<file path="config.mk">
export PLATFORM = sky130hd
export DESIGN_NAME = reg_operand_fetch
export DESIGN_NICKNAME = d
export VERILOG_FILES = /design/src/rtl/reg_operand_fetch.sv
export SDC_FILE = /design/constraint.sdc
export NUM_CORES = 1
export LEC_CHECK = 0
export CORE_MARGIN = 1
export CORE_UTILIZATION = 55
export CTS_CLUSTER_SIZE = 8
export DETAILED_ROUTE_END_ITERATION = 6
export HOLD_SLACK_MARGIN = 0.1
export PLACE_DENSITY = 0.82
export SYNTH_ARGS = -nofsm -noshare
export SYNTH_HDL_FRONTEND = slang
export SYNTH_SLANG_ARGS = --single-unit
</file>
<file path="constraint.sdc">
create_clock -name CLK -period 3.8 [get_ports CLK]
set_input_delay 0.57 -clock CLK [delete_from_list [all_inputs] [get_ports CLK]]
set_output_delay 0.57 -clock CLK [all_outputs]
set_load 0.01 [all_outputs]
</file>
<file path="src/rtl/reg_operand_fetch.sv">
// reg_operand_fetch: small register bank with a D/En write port and a
// two-cycle operand fetch (A, then B) presented to the ALU over VALID/ACK.
//
// Handshake: VALID is high exactly while the FSM sits in HOLD, and OPA/OPB are
// frozen for that whole window. A transfer completes on a rising CLK edge where
// VALID=1 and ACK=1. ACK is ignored outside HOLD, and REQ is only accepted in
// IDLE or together with ACK in HOLD. A REQ that arrives at any other time is
// dropped, not queued.
//
// The whole FSM state is the single register r_state, so checkers can be bound
// to it directly.
module reg_operand_fetch #(
   parameter int WIDTH = 8,
   parameter int DEPTH = 4,
   parameter int AW    = 2
) (
   input  logic             CLK,
   input  logic             CLR,
   input  logic [WIDTH-1:0] D,
   input  logic [AW-1:0]    WA,
   input  logic             En,
   input  logic             REQ,
   input  logic [AW-1:0]    RA_A,
   input  logic [AW-1:0]    RA_B,
   input  logic             ACK,
   output logic             BUSY,
   output logic             VALID,
   output logic [WIDTH-1:0] OPA,
   output logic [WIDTH-1:0] OPB
);

   typedef enum logic [1:0] {
      S_IDLE    = 2'd0,
      S_FETCH_A = 2'd1,
      S_FETCH_B = 2'd2,
      S_HOLD    = 2'd3
   } state_t;

   state_t           r_state;
   state_t           w_next_state;
   logic             w_latch_addr;
   logic             w_load_a;
   logic             w_load_b;

   logic [WIDTH-1:0] r_bank [DEPTH];
   logic [AW-1:0]    r_addr_a;
   logic [AW-1:0]    r_addr_b;
   logic [WIDTH-1:0] r_opa;
   logic [WIDTH-1:0] r_opb;
   logic [WIDTH-1:0] w_fwd_a;
   logic [WIDTH-1:0] w_fwd_b;

   // A write landing on the same edge as a fetch is forwarded, so the operand
   // always matches what the bank holds after that edge.
   assign w_fwd_a = (En && (WA == r_addr_a)) ? D : r_bank[r_addr_a];
   assign w_fwd_b = (En && (WA == r_addr_b)) ? D : r_bank[r_addr_b];

   // Bank writes are independent of the FSM and are accepted in every state.
   always_ff @(posedge CLK or negedge CLR) begin
      if (!CLR) begin
         for (int i = 0; i < DEPTH; i++) begin
            r_bank[i] <= '0;
         end
      end else if (En) begin
         r_bank[WA] <= D;
      end
   end

   // State register.
   always_ff @(posedge CLK or negedge CLR) begin
      if (!CLR) begin
         r_state <= S_IDLE;
      end else begin
         r_state <= w_next_state;
      end
   end

   // Next-state logic and the strobes that load the address and operand registers.
   always_comb begin
      w_next_state = r_state;
      w_latch_addr = 1'b0;
      w_load_a     = 1'b0;
      w_load_b     = 1'b0;
      case (r_state)
         S_IDLE: begin
            if (REQ) begin
               w_latch_addr = 1'b1;
               w_next_state = S_FETCH_A;
            end
         end
         S_FETCH_A: begin
            w_load_a     = 1'b1;
            w_next_state = S_FETCH_B;
         end
         S_FETCH_B: begin
            w_load_b     = 1'b1;
            w_next_state = S_HOLD;
         end
         S_HOLD: begin
            if (ACK && REQ) begin
               w_latch_addr = 1'b1;
               w_next_state = S_FETCH_A;
            end else if (ACK) begin
               w_next_state = S_IDLE;
            end
         end
         default: begin
            w_next_state = S_IDLE;
         end
      endcase
   end

   // Latch the operand addresses when a request is accepted.
   always_ff @(posedge CLK or negedge CLR) begin
      if (!CLR) begin
         r_addr_a <= '0;
         r_addr_b <= '0;
      end else if (w_latch_addr) begin
         r_addr_a <= RA_A;
         r_addr_b <= RA_B;
      end
   end

   // Operand snapshots: these registers load only in their fetch cycle, so later
   // writes to the bank never disturb a presented operand.
   always_ff @(posedge CLK or negedge CLR) begin
      if (!CLR) begin
         r_opa <= '0;
         r_opb <= '0;
      end else begin
         if (w_load_a) begin
            r_opa <= w_fwd_a;
         end
         if (w_load_b) begin
            r_opb <= w_fwd_b;
         end
      end
   end

   assign OPA   = r_opa;
   assign OPB   = r_opb;
   assign VALID = (r_state == S_HOLD);
   assign BUSY  = (r_state != S_IDLE);

endmodule

</file>
## After elaboration in Yosys (flattened, before gate mapping)

Cells that the tools add are included.

| word-level totals | value |
|---|---|
| word-level logic and storage cells | 50 |
| output and inout port bits | 18 |
| input bits | 19 |
| flip-flop bits (word level) | 54 |

| cells by class | value |
|---|---|
| $lt $le $gt $ge | 4 |
| equal/unequal tests | 7 |
| muxes and demuxes | 20 |
| bitwise gates (word level) | 3 |
| reductions and logical operators | 7 |

Operators with widths:

| cell | number |
|---|---|
| 8-bit two-way mux | 7 |
| 8-bit binary-select mux with 2-bit select | 2 |
| 32-bit bitwise mux | 1 |
| 8-bit demux with 2-bit select | 1 |
| 3-bit greater-or-equal comparator (second input constant) | 3 |
| 2-bit inverter with 3-bit output | 3 |
| 2-bit case mux with 4 select lines | 1 |
| 2-bit two-way mux | 3 |
| 2-bit equality test | 2 |
| 2-bit equality test (second input constant) | 2 |
| 1-bit logical AND | 4 |
| 1-bit two-way mux | 4 |
| 3-bit by 1-bit < comparator with 1-bit output (second input constant) | 1 |
| 3-bit by 2-bit inequality test with 1-bit output (second input constant) | 1 |
| 2-bit by 1-bit equality test with 1-bit output (second input constant) | 1 |
| 2-bit zero test | 1 |
| 2-bit inequality test (second input constant) | 1 |
| 1-bit case mux with 2 select lines | 1 |
| 2-bit AND reduction | 1 |
| 2-bit nonzero test | 1 |

## Longest topological paths before layout

Gate-level depths: netlist of the first run.

| depth | value |
|---|---|
| word-level depth | 6 |
| mapped depth | 6 |
| mapped depth without buffers | 5 |

## Worst setup path after synthesis of the first run

OpenSTA, ideal clock, no wires.

| timing path | value |
|---|---|
| path kind | input port to flip-flop |
| from | input WA[1] |
| to | register r_opa[0], in the netlist OPA[0] |
| data required time | 3.674 ns |
| data arrival time | 1.555 ns |
| slack | 2.119 ns |
| stages on the path | 4 |
| path buffers | 1 |
| setup time | 0.126 ns |
| cells stage by stage | buf_2 > xor2_1 > o31a_1 > a221o_1 |

| on the way | value |
|---|---|
| cells in the longest elaborated chain, start to end | 3 |

RTL lines:

| what | RTL line | text |
|---|---|---|
| start, declared | 20 | `input logic [AW-1:0] WA,` |
| 2-bit equality test | 55 | `assign w_fwd_a = (En && (WA == r_addr_a)) ? D : r_bank[r_addr_a];` |
| 1-bit logical AND | 55 |  |
| 8-bit two-way mux | 55 |  |
| end signal, assigned | 132 | `r_opa <= w_fwd_a;` |
| end, declared | 48 | `logic [WIDTH-1:0] r_opa;` |

Every way passes these cells.
A chain may end at the register's enable or synchronous reset.

## Worst setup path in the final report of the first run

| timing path | value |
|---|---|
| from | register r_state[0] |
| to | output BUSY |

| on the way | value |
|---|---|
| cells in the longest elaborated chain, start to end | 1 |

RTL lines:

| what | RTL line | text |
|---|---|---|
| start, declared | 39 | `state_t r_state;` |
| start signal, assigned | 74 | `r_state <= w_next_state;` |
| 2-bit nonzero test | 143 | `assign BUSY = (r_state != S_IDLE);` |
| end, declared | 26 | `output logic BUSY,` |

Every way passes these cells.

==> results of run 1 <==
==> Yosys cell counts, drive strengths merged <==
master,number,share of area
a221o,16,0.058
dfrtp,54,0.49
buf,6,0.018
nand2,1,0.0013
xor2,4,0.018
nor3,1,0.0059
o31a,2,0.0063
a21oi,2,0.0036
nor2,1,0.0013
nand3,1,0.0018
mux4,16,0.14
nor3b,1,0.0045
a31o,1,0.0032
inv,6,0.0081
nand2b,2,0.0045
mux2,37,0.15
nor4,2,0.015
clkbuf,2,0.0036
o31ai,1,0.0027
nand3b,2,0.0054
nor2b,14,0.032
ha,6,0.027
o311a,2,0.0072
==> through the flow <==
step	cell area, um2	worst slack [ns]	total power, W	utilization
after floorplan	2780	2.12	0.00166	-
after global placement	3160	1.46	0.00197	0.660
after detailed placement	3160	1.37	0.00204	0.660
after CTS	3270	1.49	0.00243	0.683
after global routing	3270	1.41	0.00254	0.683
final	3270	1.50	0.00242	0.683
==> final cells by class <==
class / instances / area, um2
clock buffers: 6 / 72.6
clock inverters: 2 / 37.5
fillers: 326 / 1520
inverters: 6 / 22.5
multi-input cells: 112 / 1350
flip-flops and latches: 54 / 1350
well taps: 67 / 83.8
repair buffers: 36 / 355
==> layer usage <==
| layer | vias to the layer above | wire [um] | track usage |
|---|---|---|---|
| met5 | - | 0 | 0 |
| met4 | 0 | 170 | 0.109 |
| met3 | 22 | 384 | 0.0539 |
| met2 | 86 | 3240 | 0.458 |
| met1 | 937 | 2370 | 0.300 |
| li1 | 769 | - | - |
==> registers in the layout, summed over array words and instances (netlist names) <==
name      flops
r_addr_a      2
OPB           8
r_bank       32
r_addr_b      2
r_state       2
OPA           8
==> worst max-delay path: stages (launching register included) <==
cell	delay, ns
dfrtp_1	0.44
inv_1	0.13
ha_1	0.26
inv_1	0.06
clkdlybuf4s50_1	0.52
==> cells by family after synthesis <==
logic type,count (synthesis)
and+or+nand+nor,25
AOI/OAI and AO/OA,24
muxes,53
DFF,54
adders and majority gates,6
xor gates and xnor gates,4
buffers and inverters,14
==> worst min-delay path by stage <==
stage	endpoint	start	depth (start not counted)	slack, ns
floorplan	OPA[0]	CLR	0	0.27
global placement	r_bank[26]	r_bank[26]	1	0.48
detailed placement	OPB[6]	OPB[6]	1	0.51
CTS	r_bank[17]	CLR	1	0.52
global route	r_bank[28]	r_bank[28]	1	0.55
finish	r_bank[9]	CLR	1	0.47
==> cells in the final DEF, fill, tap and decap left out, types with 2 or more instances in the layout <==
cell             instances
inv_1                    5
clkbuf_8                 5
o311a_1                  2
nor2b_1                 14
nand3b_1                 2
a221o_1                 16
xor2_2                   2
mux4_2                  10
dfrtp_1                 54
mux2_2                  33
nand2b_1                 2
xor2_1                   2
o31a_1                   2
clkdlybuf4s50_1         35
mux4_1                   6
nor4_4                   2
a21oi_1                  2
ha_1                     6
mux2_1                   4
==> power by group through the flow <==
stage / Clock [W] / Sequential, W / Combinational [W]
floorplan: 0 / 0.000885 / 0.000775
global placement: 0 / 0.000973 / 0.00100
detailed placement: 0 / 0.000989 / 0.00106
CTS: 0.000389 / 0.000982 / 0.00106
global route: 0.000408 / 0.00101 / 0.00112
finish: 0.000384 / 0.000986 / 0.00105
==> results.json, run 1 <==
{
  "ys_ff_latch": 54,
  "synth-compound-area-share": 0.0806,
  "drive_above_1_share": 0.273,
  "setup_viol": 0,
  "die_area_um2": 5340,
  "fin_hold_ws_ns": 0.472,
  "grt_first_pass_wirelength_um": 9880,
  "synth_fp_nets": 205,
  "drc_errors": 0,
  "cts_tree": "yes",
  "syn-cell-area_um2": 2780,
  "synth_mux_area_frac": 0.288,
  "cts.sinks": 54,
  "clock-skew-final_ns": 0.0149,
  "arrival_ns": 1.73,
  "synth_fa_ha_area_frac": 0.0270,
  "vias": 1814,
  "reg2reg_depth": 5,
  "r2r-end": "OPA[7]",
  "synth.avg_cell_area_um2": 15.4,
  "r2r_slack_ns": 1.66,
  "clock_latency_ns": 0.32,
  "max_freq_ghz": 0.434,
  "timing.final.crit_share": 0.606,
  "io_pins": 37,
  "cts_resized": 0,
  "totalWireLength_um": 6170,
  "worstMarginPinSlew_ns": 1.17,
  "hold_path.class": "primary input to async pin",
  "worst-endpoint-required_ns": 3.23,
  "tns_ns": 0,
  "area_delta_synth_final_pct": 17.6,
  "rows": 25,
  "clk_pin_slew_ns": 0.10,
  "grt_max_degree": 55,
  "drv_cap": 0,
  "numCtsBuffers": 5,
  "ctsRootBufferMaster": "clkbuf_8",
  "startpoint": "r_state[0]",
  "antenna_left": 0,
  "relSlewSlack": 0.223,
  "gp_congestion": 0.736,
  "worst-setup-path-type": "register to primary output",
  "path_max_fanout": 5,
  "synth-xor-area-share": 0.0180,
  "worst_ir_drop_vdd_uv": 356,
  "nets": 240,
  "powerDensity_nw_per_um2": 739,
  "synth_top_family_by_area": "multiplexers",
  "drv_slew": 0,
  "first_pass_iters": 4,
  "clockBufferDepth": 2,
  "port_buffers": 36,
  "critPathLaunchType": "register",
  "pwr-share-clk": 0.159,
  "hold_buffers": 0,
  "dp_hpwl_um": 4210,
  "ys_warn_count": 0,
  "die_w_um": 73.1,
  "grt_pass1_vias": 1909,
  "fin_crit_ns": 2.30,
  "worstSetupEndpoint": "BUSY",
  "outcome": "finished clean",
  "hold_violations": 0,
  "power.internal_w": 0.00158,
  "postCtsSetupBuffers": 0,
  "dp_cells": 275,
  "routedWlPerCell_um": 21.8,
  "swShare": 0.345,
  "pwr-share-seq": 0.408,
  "drtIter0Drc": 151,
  "viasPerCell": 6.41,
  "yosysSeqAreaShare": 0.486,
  "htreeDepth": 2,
  "antenna_found_initial": 0,
  "fin_cells": 283,
  "core_area_um2": 4790,
  "r2r-start": "r_state[1]",
  "syn_inst": 180,
  "switchingPower_w": 0.000835,
  "synth-simple-area-share": 0.0716,
  "rsz0062_at_grt": "false",
  "grt_overflow": 0,
  "ys_types": 28,
  "n_antenna_cell": 0,
  "initial_core_util": 0.581,
  "p_leak_nw": 1.35,
  "cp-end-kind": "primary output",
  "die-height_um": 73.1,
  "p_comb_frac": 0.433,
  "grt_usage": 0.257
}
(Power assumes the default switching activity.)
==> inputs of run 2 (changes only) <==
--- a/config.mk
+++ b/config.mk
@@ -6,11 +6,11 @@
 export NUM_CORES = 1
 export LEC_CHECK = 0
 export CORE_MARGIN = 1
-export CORE_UTILIZATION = 55
+export CORE_UTILIZATION = 49
 export CTS_CLUSTER_SIZE = 8
 export DETAILED_ROUTE_END_ITERATION = 6
 export HOLD_SLACK_MARGIN = 0.1
-export PLACE_DENSITY = 0.82
+export PLACE_DENSITY = 0.77
 export SYNTH_ARGS = -nofsm -noshare
 export SYNTH_HDL_FRONTEND = slang
 export SYNTH_SLANG_ARGS = --single-unit
==> constraint.sdc (replaced) <==
create_clock -name CLK -period 2.09 [get_ports CLK]
set_input_delay 0.3135 -clock CLK [delete_from_list [all_inputs] [get_ports CLK]]
set_output_delay 0.3135 -clock CLK [all_outputs]
set_load 0.01 [all_outputs]
==> run 2 against run 1 <==
  * Non-clock buffer count increased by 12
  * Hold slack gained 0.046 ns
  * Clock power grew 60%
  * Clock-buffer cell count unchanged
  * Final cell count increased by 6.0%
  * Core utilization shrank 6.7 points
  * Critical path depth unchanged
  * Combinational power rose by 87%
  * Sequential share of layout area is 1.2 points lower
  * Critical path type unchanged
  * Largest cell class unchanged
  * Highest routed layer unchanged
==> results.json, run 2 (synthesis gave the netlist of run 1 again) <==
{
  "outcome": "finished clean",
  "ctsRootBufferMaster": "clkbuf_8",
  "initial_core_util": 0.508,
  "worstHoldEndpoint": "r_bank[31]",
  "place_ws_ns": 0.0617,
  "largest_register": "r_bank",
  "hold_violations": 0,
  "cts_tree": "yes",
  "r2r-end": "OPB[1]",
  "min_from": "r_bank[31]",
  "clk_pin_slew_ns": 0.10,
  "p_leak_nw": 1.40,
  "core_area_um2": 5470,
  "relSlewSlack": 0.564,
  "reg2reg_depth": 3,
  "n_antenna_cell": 0,
  "viasPerCell": 5.93,
  "grt_usage": 0.206,
  "port_buffers": 36,
  "cp_slowest_stage_delay_ns": 0.52,
  "antenna_found_initial": 0,
  "first_pass_iters": 4,
  "largest_reg_flops": 32,
  "drive_above_1_share": 0.316,
  "worst-setup-path-type": "register to primary output",
  "drtIter0Drc": 75,
  "fin_ws_ns": 0.0953,
  "r2r-start": "r_addr_b[0]",
  "grt_overflow": 0,
  "drv_cap": 0,
  "path_buf_inv": 3,
  "grt_pass1_vias": 1761,
  "drc_errors": 0,
  "hold_path.class": "register to register",
  "gp_congestion": 0.769,
  "crit_path_top_delay_cell": "clkdlybuf4s50_1",
  "final_cell_mix": "dfrtp_1 (53), clkdlybuf4s50_1 (35), mux2_2 (33), a221o_1 (16), nor2b_1 (14)",
  "antenna_left": 0,
  "vias": 1778,
  "dp_hpwl_um": 4020,
  "final_area_um2": 3370,
  "fin_crit_ns": 1.99,
  "tns_ns": 0,
  "cpLargestDelayFamily": "buffers and inverters",
  "nets": 252,
  "die_area_um2": 5980,
  "cts.sinks": 54,
  "fin_hold_ws_ns": 0.519,
  "worst_ir_drop_vdd_uv": 503,
  "grt_first_pass_wirelength_um": 9220,
  "placedInstanceArea_um2": 3260,
  "totalWireLength_um": 5600,
  "worst_path_most_repeated_cell": "inv_1",
  "rsz0062_at_grt": "false",
  "final_common_cell": "dfrtp_1",
  "worst-endpoint-required_ns": 1.78,
  "die_w_um": 77.3,
  "numCtsBuffers": 5,
  "hold_depth": 1,
  "clock_latency_ns": 0.30,
  "worstMarginPinSlew_ns": 0.654,
  "arrival_ns": 1.68,
  "rows": 27,
  "clockBufferDepth": 2,
  "clock-skew-final_ns": 0.00719,
  "area_delta_synth_final_pct": 21.3,
  "cp-end-kind": "primary output",
  "path_max_fanout": 6,
  "drv_slew": 0,
  "setup_viol": 0,
  "path_cells": "inv_1 > ha_1 > inv_1 > clkdlybuf4s50_1",
  "grt_max_degree": 28,
  "routedWlPerCell_um": 18.7,
  "htreeDepth": 2,
  "critPathLaunchType": "register",
  "dp_cells": 291,
  "io_pins": 37,
  "max_freq_ghz": 0.501,
  "die-height_um": 77.3,
  "powerDensity_nw_per_um2": 1280,
  "timing.final.crit_share": 0.954,
  "r2r_slack_ns": 0.19,
  "fin_cells": 300
}
[run 2: cell types whose count changed in the layout (fill, tap and decap cells not counted), sizes merged]
cell | before | now
dlygate4sd3 | 0 | 1
buf | 1 | 12
bufinv | 1 | 0
inv | 6 | 7
[run 2: cell type report]
| cell class | instances | area, um2 |
|---|---|---|
| clock buffer | 6 | 82.6 |
| fill | 424 | 2100 |
| clock inverter | 2 | 16.3 |
| timing repair buffer | 48 | 460 |
| tap | 72 | 90.1 |
| inverter | 6 | 22.5 |
| multi-input combinational | 112 | 1350 |
| sequential | 54 | 1350 |
[run 2: per-stage QoR]
step | total power, W | utilization
floorplan | 0.00302 | -
global placement | 0.00368 | 0.596
detailed placement | 0.00373 | 0.596
CTS | 0.00435 | 0.616
global route | 0.00458 | 0.616
finish | 0.00431 | 0.616
[run 2: power by group]
| part | switching (W) | internal (W) | leakage (nW) |
|---|---|---|---|
| Combinational | 0.000767 | 0.00119 | 0.705 |
| Clock | 0.000341 | 0.000273 | 0.0478 |
| Sequential | 0.000363 | 0.00138 | 0.649 |
| Total | 0.00147 | 0.00284 | 1.40 |
[run 2: worst max path at each step]
stage | from | endpoint | slack (ns) | depth (start not counted)
6_report | r_state[1] | BUSY | 0.1 | 4
5_1_grt | r_state[1] | BUSY | 0.02 | 4
4_1_cts | r_state[0] | BUSY | 0.06 | 4
3_5_place_dp | WA[1] | OPB[3] | 0.06 | 4
3_3_place_gp | WA[0] | OPB[1] | 0.07 | 5
2_1_floorplan | r_state[0] | OPB[0] | 0.51 | 6
[run 2: per-layer routing]
layer | routed length [um] | global-route usage
met5 | 0 | 0
met4 | 55 | 0.0509
met3 | 259 | 0.0369
met2 | 2740 | 0.328
met1 | 2540 | 0.291
[run 2: worst reg2reg max path, cell delays in order, from the launching register on]
cell and delay (ns):
dfrtp_1 0.77, xor2_2 0.20, o31a_1 0.45, a221o_1 0.36
[run 2: repair_timing]
item / in CTS / in global routing
endpoints found under the hold margin: 25 / 0
gates resized for setup: 0 / 1
buffers inserted: 0 / 0
setup endpoints to repair: 0 / 1
hold buffers: 1 / 0
==> inputs of run 3 (changes only) <==
--- a/config.mk
+++ b/config.mk
@@ -5,12 +5,14 @@
 export SDC_FILE = /design/constraint.sdc
 export NUM_CORES = 1
 export LEC_CHECK = 0
+export ABC_AREA = 1
 export CORE_MARGIN = 1
-export CORE_UTILIZATION = 49
+export CORE_UTILIZATION = 50
 export CTS_CLUSTER_SIZE = 8
 export DETAILED_ROUTE_END_ITERATION = 6
 export HOLD_SLACK_MARGIN = 0.1
-export PLACE_DENSITY = 0.77
+export PLACE_DENSITY = 0.78
 export SYNTH_ARGS = -nofsm -noshare
 export SYNTH_HDL_FRONTEND = slang
 export SYNTH_SLANG_ARGS = --single-unit
+export TNS_END_PERCENT = 20
==> run 3 against run 2 <==
  * Die area up 1.9%
  * Wire length up 34%
  * Sequential cell count unchanged
  * Largest power group unchanged
  * First-iteration DRC count rose to 4.3 times the previous value
  * Clock-buffer cell count up 1
  * Area after synthesis up 4.0%
  * Hold slack worse by 0.030 ns
  * Clock skew down 0.0048 ns
  * Critical endpoint unchanged
  * Global-route usage up 6.4 points
  * Register-to-register slack better by 0.25 ns
  * Fmax up 2.0%
  * Non-clock buffer count unchanged
==> results.json, run 3 <==
{
  "vias": 2820,
  "initial_core_util": 0.522,
  "worst-setup-path-type": "register to primary output",
  "ys_ff_latch": 54,
  "timing.final.crit_share": 0.936,
  "drv_cap": 0,
  "yosys-top-cells-area": "dfrtp_1 (47%), nand2_1 (21%), nand3_1 (12%)",
  "cpLargestDelayFamily": "buffers and inverters",
  "synth_common_cells": "nand2_1 (162), nand3_1 (70), dfrtp_1 (54), o21ai_0 (43), inv_1 (19)",
  "cts_tree": "yes",
  "synth_fp_nets": 414,
  "fillers": 514,
  "path_cells": "inv_1 > ha_1 > inv_1 > clkdlybuf4s50_1",
  "clock-skew-final_ns": 0.00241,
  "placedInstanceArea_um2": 3320,
  "ctsRootBufferMaster": "clkbuf_8",
  "dp_cells": 493,
  "worstMarginPinSlew_ns": 0.576,
  "ys.flop_type": "dfrtp_1",
  "rows": 27,
  "fin_cells": 503,
  "met3_length_um": 629,
  "synth.avg_cell_area_um2": 7.43,
  "first_pass_iters": 5,
  "rsz0062_at_grt": "false",
  "hold_path.class": "register to register",
  "synth_top_cell_by_area": "dfrtp_1",
  "port_buffers": 36,
  "clk_pin_slew_ns": 0.09,
  "power.internal_w": 0.00259,
  "final_area_um2": 3450,
  "setup_viol": 0,
  "critPathLaunchType": "register",
  "dp_hpwl_um": 5260,
  "antenna_left": 0,
  "switchingPower_w": 0.00190,
  "startpoint": "r_state[1]",
  "clock_latency_ns": 0.32,
  "worstSetupEndpoint": "BUSY",
  "antenna_found_initial": 0,
  "grt_usage": 0.269,
  "yosysSeqAreaShare": 0.467,
  "largest_register": "r_bank",
  "final_cell_mix": "nand2_1 (162), nand3_1 (70), dfrtp_1 (53), o21ai_0 (43), clkdlybuf4s50_1 (35)",
  "swShare": 0.424,
  "n_antenna_cell": 0,
  "ys_warn_count": 0,
  "clockBufferDepth": 2,
  "viasPerCell": 5.61,
  "grt_overflow": 0,
  "synth_top_area_frac": 0.467,
  "max_freq_ghz": 0.511,
  "path_buf_inv": 3,
  "grt_max_degree": 27,
  "numCtsBuffers": 5,
  "crit_path_top_delay_cell": "clkdlybuf4s50_1",
  "r2r-start": "r_addr_b[1]",
  "core_area_um2": 5540,
  "r2r_slack_ns": 0.44,
  "drv_slew": 0,
  "htreeDepth": 2,
  "pwr-share-clk": 0.157,
  "drive_above_1_share": 0.0650,
  "worst_path_most_repeated_cell": "inv_1",
  "hold_violations": 0,
  "drt-met1-wl_um": 3160,
  "relSlewSlack": 0.616,
  "drc_errors": 0,
  "p_leak_nw": 1.70,
  "area_delta_synth_final_pct": 19.2,
  "die_w_um": 78.0,
  "final_common_cell": "nand2_1",
  "io_pins": 37,
  "grt_first_pass_wirelength_um": 12600,
  "drtIter0Drc": 326,
  "r2r-end": "OPB[0]",
  "highest_layer": "met4",
  "synthMostInstantiatedCell": "nand2_1",
  "arrival_ns": 1.64,
  "syn_inst": 389,
  "tns_ns": 0,
  "worst_ir_drop_vdd_uv": 730,
  "die_area_um2": 6090,
  "nets": 455,
  "ys_types": 19,
  "synth-edff-count": 0,
  "reg2reg_depth": 6,
  "cts.sinks": 54,
  "pwr-share-seq": 0.352,
  "outcome": "finished clean",
  "synth_async_sr_flop_share": 1.00,
  "p_comb_frac": 0.492,
  "grt_pass1_vias": 2570,
  "worst-endpoint-required_ns": 1.78,
  "powerDensity_nw_per_um2": 1300,
  "fin_crit_ns": 1.96,
  "totalWireLength_um": 7480,
  "gp_congestion": 0.900,
  "largest_reg_flops": 32,
  "cp_slowest_stage_delay_ns": 0.54,
  "cp-end-kind": "primary output",
  "path_max_fanout": 6,
  "worst-path-stages": 4,
  "syn-cell-area_um2": 2890,
  "die-height_um": 78.0,
  "routedWlPerCell_um": 14.9,
  "routed-wl-met2_um": 3380
}
[run 3: changes by cell type in the layout (fill, tap and decap cells not counted), moves of 16 or more]
cell / change
nand2_1: +161
a221o_1: -16
o21ai_0: +43
mux2_2: -33
nand3_1: +69
[run 3: worst min-delay path by stage]
stage / startpoint / endpoint / slack, ns / cells after the start
after CTS: OPA[4] / OPA[4] / 0.49 / 2
after global routing: OPA[6] / OPA[6] / 0.51 / 2
after detailed placement: CLR / r_bank[31] / 0.34 / 1
after floorplan: CLR / OPA[0] / 0.02 / 0
final: OPA[6] / OPA[6] / 0.49 / 2
after global placement: CLR / r_bank[23] / 0.35 / 1
[run 3: repair_timing]
item                       4_1_cts  5_1_grt
setup endpoints to repair        0        1
resized for setup                0        1
hold endpoints to repair        24        0
hold buffers                     1        0
buffers inserted                 0        1
[run 3: per-stage QoR]
stage	setup slack, ns	util	hold WS [ns]	power (W)
after floorplan	0.804	-	0.0179	0.00297
after global placement	0.366	0.600	0.347	0.00371
after detailed placement	0.299	0.600	0.343	0.00377
after CTS	0.0666	0.621	0.491	0.00447
after global routing	0.0541	0.622	0.507	0.00483
final	0.135	0.622	0.489	0.00449
[run 3: final cells by class]
cell class | count | area [um2] | area share
inverter | 24 | 92.6 | 0.0269
clock inverter | 1 | 30.0 | 0.00871
clock buffer | 7 | 76.3 | 0.0221
tap | 72 | 90.1 | 0.0261
multi-input combinational | 297 | 1360 | 0.394
timing repair buffer | 48 | 448 | 0.130
sequential | 54 | 1350 | 0.392
[run 3: worst register-to-register path: cells and delay by family (launching register included)]
family / cells / cell delay, ns
and+or+nand+nor: 4 / 0.53
buffers and inverters: 1 / 0.20
DFF: 1 / 0.61
AOI/OAI and AO/OA: 1 / 0.25
[run 3: layer usage]
layer  global-route usage  vias to the layer above
met1                0.356                     1301
met4                0.131                        0
met3               0.0570                       30
met5                    0                        -
li1                     -                     1340
met2                0.420                      149
[run 3: cells by family (layout without fill, tap and decap cells)]
logic type	count (synthesis)	count (layout)	synth area share
buf+inv	38	80	0.0632
xor+xnor	1	1	0.00563
fa+ha+maj	6	6	0.0260
flops	54	54	0.467
simple gates	240	240	0.350
compound gates	50	50	0.0883
[run 3: power by group through the flow]
stage	Clock, W	Sequential (W)	Combinational [W]
global route	0.000750	0.00162	0.00245
finish	0.000703	0.00158	0.00221
CTS	0.000716	0.00159	0.00217
global placement	0	0.00159	0.00212
detailed placement	0	0.00160	0.00217
floorplan	0	0.00160	0.00138
